**config.mk**
```make
export PLATFORM = sky130hd
export DESIGN_NAME = chan_mux_scan_flat
export DESIGN_NICKNAME = d
export VERILOG_FILES = /design/src/rtl/chan_mux_scan_pkg.sv /design/src/rtl/chan_mux_scan_if.sv /design/src/rtl/chan_mux_scan_counter.sv /design/src/rtl/chan_mux_scan.sv /design/src/flat_wrapper.sv
export SDC_FILE = /design/constraint.sdc
export NUM_CORES = 1
export LEC_CHECK = 0
export ABC_AREA = 1
export BUFFER_PORTS_ARGS = -buffer_cell sky130_fd_sc_hd__clkbuf_2
export CAP_MARGIN = 0
export CORE_MARGIN = 1
export CORE_UTILIZATION = 49
export DETAILED_ROUTE_END_ITERATION = 8
export GPL_TIMING_DRIVEN = 0
export PLACE_DENSITY = 0.75
export REMOVE_ABC_BUFFERS = 1
export SYNTH_ARGS = -nofsm -noshare
export SYNTH_HDL_FRONTEND = slang
export SYNTH_SLANG_ARGS = --single-unit
```
**constraint.sdc**
```tcl
create_clock -name clk -period 4.45 [get_ports clk]
set_input_delay 0.2225 -clock clk [delete_from_list [all_inputs] [get_ports clk]]
set_output_delay 0.2225 -clock clk [all_outputs]
set_load 0.03 [all_outputs]
```
**src/rtl/chan_mux_scan_pkg.sv**
```systemverilog
// Shared types and constants for the channel multiplexer with scan mode.
// The FSM state encoding and the meaning of the mode input live here.
package chan_mux_pkg;

  typedef enum logic [1:0] {
    IDLE   = 2'd0,
    MANUAL = 2'd1,
    SCAN   = 2'd2
  } mux_state_t;

  localparam logic MODE_MANUAL = 1'b0;
  localparam logic MODE_SCAN   = 1'b1;

  // Enable dominates mode: a disabled mux is idle whatever mode says.
  function automatic mux_state_t decode_state(input logic en, input logic mode);
    if (!en) begin
      return IDLE;
    end
    return (mode == MODE_SCAN) ? SCAN : MANUAL;
  endfunction

endpackage

```
**src/rtl/chan_mux_scan_if.sv**
```systemverilog
// Control/data bundle between a source-side master and the multiplexer.
// The master drives the controls and packed channel data; the mux drives results.
interface chan_mux_scan_if #(
  parameter int WIDTH    = 4,
  parameter int CHANNELS = 4,
  parameter int SEL_W    = $clog2(CHANNELS),
  parameter int DWELL_W  = 8
);

  logic                      en;
  logic                      mode;
  logic [SEL_W-1:0]          sel_in;
  logic [DWELL_W-1:0]        dwell;
  logic [CHANNELS*WIDTH-1:0] din;
  logic [WIDTH-1:0]          dout;
  logic                      dout_valid;
  logic [SEL_W-1:0]          cur_sel;
  logic                      wrap;

  modport master (
    output en, mode, sel_in, dwell, din,
    input  dout, dout_valid, cur_sel, wrap
  );

  modport slave (
    input  en, mode, sel_in, dwell, din,
    output dout, dout_valid, cur_sel, wrap
  );

endinterface

```
**src/rtl/chan_mux_scan_counter.sv**
```systemverilog
// Round-robin scan index and dwell counter. The idx/wrap outputs describe the
// channel that will be presented after the coming clock edge, so the top can register them.
module scan_counter #(
  parameter int  CHANNELS = 4,
  parameter int  DWELL_W  = 8,
  localparam int SEL_W    = $clog2(CHANNELS)
) (
  input  logic               clk,
  input  logic               rst_n,
  input  logic               run,
  input  logic               restart,
  input  logic [DWELL_W-1:0] dwell,
  output logic [SEL_W-1:0]   idx,
  output logic               wrap
);

  localparam logic [SEL_W-1:0] LAST_IDX = SEL_W'(CHANNELS - 1);

  logic [SEL_W-1:0]   idx_q;
  logic [SEL_W-1:0]   idx_nxt;
  logic [DWELL_W-1:0] cnt_q;
  logic [DWELL_W-1:0] cnt_nxt;
  logic               at_last;
  logic               advance;

  // The dwell compare is live, so lowering dwell below cnt advances immediately.
  always_comb begin
    idx_nxt = idx_q;
    cnt_nxt = cnt_q;
    at_last = (idx_q == LAST_IDX);
    advance = run && !restart && (cnt_q >= dwell);
    if (run && restart) begin
      idx_nxt = '0;
      cnt_nxt = '0;
    end else if (advance) begin
      idx_nxt = at_last ? '0 : idx_q + SEL_W'(1);
      cnt_nxt = '0;
    end else if (run) begin
      cnt_nxt = cnt_q + DWELL_W'(1);
    end
  end

  always_ff @(posedge clk or negedge rst_n) begin
    if (!rst_n) begin
      idx_q <= '0;
      cnt_q <= '0;
    end else begin
      idx_q <= idx_nxt;
      cnt_q <= cnt_nxt;
    end
  end

  assign idx  = idx_nxt;
  assign wrap = advance && at_last;

endmodule

```
**src/rtl/chan_mux_scan.sv**
```systemverilog
// Registered N-channel multiplexer with enable, manual select and a round-robin
// scan mode with programmable dwell. All outputs are registered, one cycle latency.
module chan_mux_scan
  import chan_mux_pkg::*;
#(
  parameter int WIDTH    = 4,
  parameter int CHANNELS = 4,
  parameter int SEL_W    = $clog2(CHANNELS),
  parameter int DWELL_W  = 8
) (
  input logic            clk,
  input logic            rst_n,
  chan_mux_scan_if.slave bus
);

  localparam logic [SEL_W:0] CHAN_COUNT = (SEL_W + 1)'(CHANNELS);

  mux_state_t       state_q;
  mux_state_t       state_nxt;
  logic [WIDTH-1:0] chan [CHANNELS];
  logic             sel_legal;
  logic             scan_run;
  logic             scan_restart;
  logic [SEL_W-1:0] scan_idx;
  logic             scan_wrap;

  logic [WIDTH-1:0] dout_d,  dout_q;
  logic             valid_d, valid_q;
  logic [SEL_W-1:0] sel_d,   sel_q;
  logic             wrap_d,  wrap_q;

  for (genvar k = 0; k < CHANNELS; k++) begin : g_chan
    assign chan[k] = bus.din[k*WIDTH +: WIDTH];
  end

  assign sel_legal    = ({1'b0, bus.sel_in} < CHAN_COUNT);
  assign scan_run     = (state_nxt == SCAN);
  assign scan_restart = (state_q != SCAN);

  scan_counter #(
    .CHANNELS (CHANNELS),
    .DWELL_W  (DWELL_W)
  ) u_scan_counter (
    .clk     (clk),
    .rst_n   (rst_n),
    .run     (scan_run),
    .restart (scan_restart),
    .dwell   (bus.dwell),
    .idx     (scan_idx),
    .wrap    (scan_wrap)
  );

  always_ff @(posedge clk or negedge rst_n) begin
    if (!rst_n) begin
      state_q <= IDLE;
    end else begin
      state_q <= state_nxt;
    end
  end

  // Outputs are computed for the state being entered on this edge; cur_sel holds while idle.
  always_comb begin
    state_nxt = decode_state(bus.en, bus.mode);
    dout_d    = '0;
    valid_d   = 1'b0;
    sel_d     = sel_q;
    wrap_d    = 1'b0;
    unique case (state_nxt)
      MANUAL: begin
        sel_d = bus.sel_in;
        if (sel_legal) begin
          dout_d  = chan[bus.sel_in];
          valid_d = 1'b1;
        end
      end
      SCAN: begin
        sel_d   = scan_idx;
        dout_d  = chan[scan_idx];
        valid_d = 1'b1;
        wrap_d  = scan_wrap;
      end
      default: begin
        dout_d  = '0;
        valid_d = 1'b0;
      end
    endcase
  end

  always_ff @(posedge clk or negedge rst_n) begin
    if (!rst_n) begin
      dout_q  <= '0;
      valid_q <= 1'b0;
      sel_q   <= '0;
      wrap_q  <= 1'b0;
    end else begin
      dout_q  <= dout_d;
      valid_q <= valid_d;
      sel_q   <= sel_d;
      wrap_q  <= wrap_d;
    end
  end

  assign bus.dout       = dout_q;
  assign bus.dout_valid = valid_q;
  assign bus.cur_sel    = sel_q;
  assign bus.wrap       = wrap_q;

endmodule

```
**src/flat_wrapper.sv**
```systemverilog
// flat-port wrapper written by rule: the top's interface ports become plain ports
module chan_mux_scan_flat import chan_mux_pkg::*;
#(
  parameter int WIDTH    = 4,
  parameter int CHANNELS = 4,
  parameter int SEL_W    = $clog2(CHANNELS),
  parameter int DWELL_W  = 8
)
  (clk, rst_n, bus_en, bus_mode, bus_sel_in, bus_dwell, bus_din, bus_dout, bus_dout_valid, bus_cur_sel, bus_wrap);
  chan_mux_scan_if #(.WIDTH(WIDTH), .CHANNELS(CHANNELS), .SEL_W(SEL_W), .DWELL_W(DWELL_W)) bus_i ();
  input logic clk;
  input logic rst_n;
  input wire logic [$bits(bus_i.en)-1:0] bus_en;
  input wire logic [$bits(bus_i.mode)-1:0] bus_mode;
  input wire logic [$bits(bus_i.sel_in)-1:0] bus_sel_in;
  input wire logic [$bits(bus_i.dwell)-1:0] bus_dwell;
  input wire logic [$bits(bus_i.din)-1:0] bus_din;
  output wire logic [$bits(bus_i.dout)-1:0] bus_dout;
  output wire logic [$bits(bus_i.dout_valid)-1:0] bus_dout_valid;
  output wire logic [$bits(bus_i.cur_sel)-1:0] bus_cur_sel;
  output wire logic [$bits(bus_i.wrap)-1:0] bus_wrap;
  assign bus_i.en = bus_en;
  assign bus_i.mode = bus_mode;
  assign bus_i.sel_in = bus_sel_in;
  assign bus_i.dwell = bus_dwell;
  assign bus_i.din = bus_din;
  assign bus_dout = bus_i.dout;
  assign bus_dout_valid = bus_i.dout_valid;
  assign bus_cur_sel = bus_i.cur_sel;
  assign bus_wrap = bus_i.wrap;
  chan_mux_scan #(.WIDTH(WIDTH), .CHANNELS(CHANNELS), .SEL_W(SEL_W), .DWELL_W(DWELL_W)) u_core (.clk(clk), .rst_n(rst_n), .bus(bus_i));
endmodule
```
# --- Word-level counts from Yosys, hierarchy flattened ---
# Cells that the tools add are included.
# W data, S select, Z words.
totals:
  reg_bits: 20
  word_cells: 44
classes:
  bitwise_logic: 2
  add_sub_neg: 2
  reduce_logical: 8
  eq_ne: 4
  mux: 18
  order_cmp: 3
ops:
  columns: ["cell", "n"]
  rows:
  - ["$mux W8", 3]
  - ["$bmux W4 S2", 2]
  - ["$mux W4", 4]
  - ["$mux W2", 5]
  - ["$add A8 B1 Y8 const B", 1]
  - ["$ge A8 B8 Y1", 1]
  - ["$pmux W4 S2", 1]
  - ["$ge A3 B3 Y1 const B", 2]
  - ["$not A2 Y3", 2]
  - ["$eq A2 B2 Y1 const B", 2]
  - ["$logic_and A1 B1 Y1", 4]
  - ["$pmux W2 S2", 1]
  - ["$reduce_bool A3 Y1", 1]
  - ["$add A2 B1 Y2 const B", 1]
  - ["$eq A2 B1 Y1 const B", 1]
  - ["$mux W1", 2]
  - ["$ne A2 B2 Y1 const B", 1]
  - ["$reduce_bool A2 Y1", 1]
  - ["$reduce_or A2 Y1", 1]
  - ["$logic_not A1 Y1", 1]

# --- Depth between registers and ports, before layout ---
logic_depth:
  word_depth: 12
  depth_mapped: 16
  mapped_depth_nobuf: 16

# --- Hierarchy ---
# From an unflattened synthesis, not the netlist that was laid out.
unflattened:
  cells_unflattened: 218
  hier_area_um2: 1491.4
modules_own_cells:
  columns: ["mod", "area_each_um2", "cells_per_inst", "n_inst"]
  rows:
  - ["scan_counter", 784.5, 103, 1]
  - ["chan_mux_scan", 706.9, 115, 1]

# --- Least setup slack after synthesis ---
# No wires, ideal clock.
synth_timing:
  kind: "flip-flop to flip-flop"
  startpoint: "register u_core.u_scan_counter.cnt_q[3]"
  endpoint: "register u_core.dout_q[0] (netlist: u_core.bus.dout[0])"
  t_required_ns: 4.333
  stages_incl_launch_ff: 14
  slack_ns: 2.730
  n_path_buf: 0
  arrival_time_ns: 1.603
  synth_period_minus_slack_ns: 1.720
  path_cell_list: "dfrtp_1 -> ha_1 -> nand2_1 -> nor2_1 -> nor2_1 -> nand2_2 -> nand2_4 -> nand2_8 -> nand2_8 -> nand2_2 -> a21oi_4 -> nand3_1 -> nand3_1 -> nand2_1"
synth_via:
  elab_chain_len: 9
synth_rtl:
  columns: ["item", "line", "rtl"]
  rows:
  - ["start, declared", "chan_mux_scan_counter.sv:21", "logic [DWELL_W-1:0] cnt_q;"]
  - ["start signal, assigned", "chan_mux_scan_counter.sv:49", "cnt_q <= cnt_nxt;"]
  - ["$ge A8 B8 Y1", "chan_mux_scan_counter.sv:31", "advance = run && !restart && (cnt_q >= dwell);"]
  - ["$logic_and A1 B1 Y1", "chan_mux_scan_counter.sv:31", null]
  - ["$mux W2", "chan_mux_scan_counter.sv:35", "end else if (advance) begin"]
  - ["$mux W2", "chan_mux_scan_counter.sv:32", "if (run && restart) begin"]
  - ["net u_core.scan_idx[1]", "chan_mux_scan.sv:24", "logic [SEL_W-1:0] scan_idx;"]
  - ["$not A2 Y3 (not written as such)", "chan_mux_scan.sv:78", "dout_d = chan[scan_idx];"]
  - ["$bmux W4 S2", "chan_mux_scan.sv:78", null]
  - ["$mux W4 (not written as such) (2 in series)", "chan_mux_scan.sv:78", null]
  - ["$pmux W4 S2", "chan_mux_scan.sv:68", "unique case (state_nxt)"]
  - ["net u_core.dout_d[0]", "chan_mux_scan.sv:27", "logic [WIDTH-1:0] dout_d, dout_q;"]
  - ["end signal, assigned", "chan_mux_scan.sv:96", "dout_q <= dout_d;"]
  - ["end, declared", "chan_mux_scan.sv:27", null]
# The timed path passes the listed nets, and every way through them passes these cells. The select of a mux whose other input is x is not followed.
# A chain may end at the register's enable or synchronous reset.

# --- Worst setup path after layout ---
layout_timing:
  startpoint: "register u_core.u_scan_counter.cnt_q[2]"
  endpoint: "register u_core.dout_q[1] (netlist: u_core.bus.dout[1])"
# The elaborated chain is that of the path after synthesis.

==> reports/metrics.yaml <==
synthesis:
  async_flop_share: 1.00
  post-synth-top-area-fraction: 0.348
  synth_flop_cell: "dfrtp_1"
  synth_seq_cells: 20
  syn_inst: 179
  yosysWarnings: 0
  yosys.area.top_type: "dfrtp_1"
  synth_area_mm2: 0.00144
  yosys-top-cells-count: "nand2_1 (32), inv_1 (24), dfrtp_1 (20)"
  synth_cell_types: 28
  synth-edff-count: 0
  yosys.cell_count.top_type: "nand2_1"
  avgSynthCellArea_um2: 8.03
  ys_seq_area_frac: 0.348
  yosys-top-cells-area: "dfrtp_1 (35%), ha_1 (8.7%), nand2_1 (8.4%)"
die:
  die_height_um: 56.2
  num_rows: 19
  io_pins: 38
  initial_core_util: 0.521
  dieWidth_um: 56.2
  core_mm2: 0.00276
  die-area_mm2: 0.00315
timing:
  finalClockSkew_ns: 0.00278
  period_minus_slack_ns: 1.97
  slew_viol_final: 0
  slew_headroom: 0.639
  rsz0062_at_grt: "false"
  worst_pin_slew_ns: 0.540
  hold_violations: 0
  period_share: 0.443
  finalSetupViolCount: 0
  fin_setup_tns_ns: 0
  fmax_ghz: 0.507
setup_path:
  cp_data_arrival_time_ns: 2.21
  critPathSlowestCell: "dfrtp_1"
  slowest_delay_ns: 0.44
  cp_cell_sequence: "ha_1, nand2_1, nor2_1, nor2_1, nand2_2, nand2_4, nand2_8, nand2_8, nand2_2, a21oi_4, inv_2, nand3_1, nand3_1, nand2_1"
  reg2reg_slack_ns: 2.48
  crit_family: "simple AND/OR/NAND/NOR gates"
  cp_num_buf_inv: 1
  start_kind: "register"
  critPathKind: "register to register"
  critPathCaptureType: "register"
  path_max_fanout: 6
  worstPathRequired_ns: 4.69
routing:
  drc: 0
  vias_per_cell: 5.51
  drt_first_pass_iters: 4
  wl_mm: 2.98
  initialDrtViolationCount: 54
  vias: 1362
  ant_nets: 0
  wire_per_inst_um: 12.1
power:
  vdd_drop_max_mv: 0.183
  switching_share: 0.313
  combinationalPowerShare: 0.257
  p_leak_uw: 0.000874
  p_total_uw: 380
  p_int_uw: 261
  p_clk_frac: 0.219
  netSwitchingPower_uw: 119
  p_per_area_mw_per_mm2: 227
  seqPwrFrac: 0.524
clock_tree:
  cts_tree: "yes"
  ctsHtreeMaxLevel: 1
  cts_buffers: 3
  cts_sinks: 20
  root_buffer: "clkbuf_4"
  clk_path_buf_depth: 2
  clkTransAtPathRegs_ns: 0.10
  clock_latency_ns: 0.30
run:
  cap_violations: 0
final_layout:
  fin_util: 0.608
  layout-drive-gt1-share: 0.269
  stdcell_area_mm2: 0.00168
  nets: 258
  fillers: 256
  syn2layout_area_growth_pct: 16.5
  diodes: 0
hold_path:
  min_path_type: "input pin to register"
placement:
  placed_cell_area_mm2: 0.00164
  numPortBuffers: 37
  gp_congestion: 0.821
  hpwlAfterDp_mm: 2.37
grt:
  antenna_found_initial: 0
  grt_start_max_net_pins: 21
  grt_pass1_vias: 1293
  gr-total-overflow: 0
  grt_pass1_wl_mm: 5.18
  track_usage: 0.207
outcome:
  status: "complete, no violations"
[power groups by stage]
stage                     combinational, µW  clock (µW)  sequential, µW
after floorplan                        50.5           0             212
after global placement                 93.3           0             202
after detailed placement               97.6           0             203
after CTS                              98.8        87.4             199
after global routing                    111        96.6             200
final                                  97.6        83.2             199
[through the flow]
step	hold WS [ns]	cells	worst slack [ns]
after floorplan	-0.0731	175	2.73
after global placement	0.205	243	2.57
after detailed placement	0.212	243	2.52
after CTS	0.0557	247	2.49
after global routing	0.0449	247	2.31
final	0.0655	247	2.48
[sequential cells by signal, summed over array words and instances, names as in the netlist]
signal,flops
u_core.bus.wrap,1
u_core.bus.dout_valid,1
u_core.bus.cur_sel,2
u_core.u_scan_counter.idx_q,2
u_core.u_scan_counter.cnt_q,8
u_core.state_q,2
u_core.bus.dout,4
[per-layer routing]
metal  part of all wire  track usage  vias up
met2               0.51        0.381       60
met3              0.052       0.0302        9
li1                   -            -      672
met4              0.022       0.0976        0
met5                  0            0        -
met1               0.42        0.232      621
[placed cells by master (no fill, tap or decap)]
cell type / n
nand2_4: 2
dfrtp_1: 20
nand2_8: 2
o21a_2: 1
nor3_1: 2
nand3_1: 15
ha_1: 10
a21oi_4: 1
a21oi_1: 6
inv_1: 24
nand3_4: 2
xnor2_1: 1
o32ai_1: 4
nand3_2: 2
nor2_1: 19
clkinv_4: 1
nand4_1: 8
inv_2: 3
clkbuf_2: 37
clkbuf_4: 3
xor2_1: 4
o211ai_2: 1
o211ai_1: 1
a31o_1: 1
nand2_1: 32
dlygate4sd3_1: 1
nand2_2: 3
o21ai_0: 4
o22ai_1: 6
[final cells by class]
cell class              instances  area [µm²]  share of cell area
well taps                      31        38.8              0.0232
flip-flops and latches         20         500               0.299
clock buffers                   3        22.5              0.0134
inverters                      28         110              0.0657
multi-input cells             127         808               0.482
repair buffers                 38         195               0.117
[cells by family after synthesis]
| kind of cell | share of synthesized area |
|---|---|
| compound gates | 0.123 |
| xor+xnor | 0.0305 |
| fa+ha+maj | 0.0870 |
| buf+inv | 0.0896 |
| flops | 0.348 |
| simple gates | 0.322 |
[repair_timing]
action,4_1_cts,5_1_grt
resized for setup,0,0
endpoints found under the hold margin,20,0
buffers inserted,0,0
hold buffers,1,0
[final timing paths]
path                                                start                     to  cells past startpoint
max                        u_core.u_scan_counter.cnt_q[2]     u_core.bus.dout[1]                     14
min                                                bus_en  u_core.bus.dout_valid                      1
max reg2reg                u_core.u_scan_counter.cnt_q[2]     u_core.bus.dout[1]                     14
min reg2reg                         u_core.bus.cur_sel[1]  u_core.bus.cur_sel[1]                      2
max in group asynchronous                           rst_n     u_core.bus.dout[0]                      2
min in group asynchronous                           rst_n      u_core.state_q[1]                      2
(Power assumes the default switching activity.)
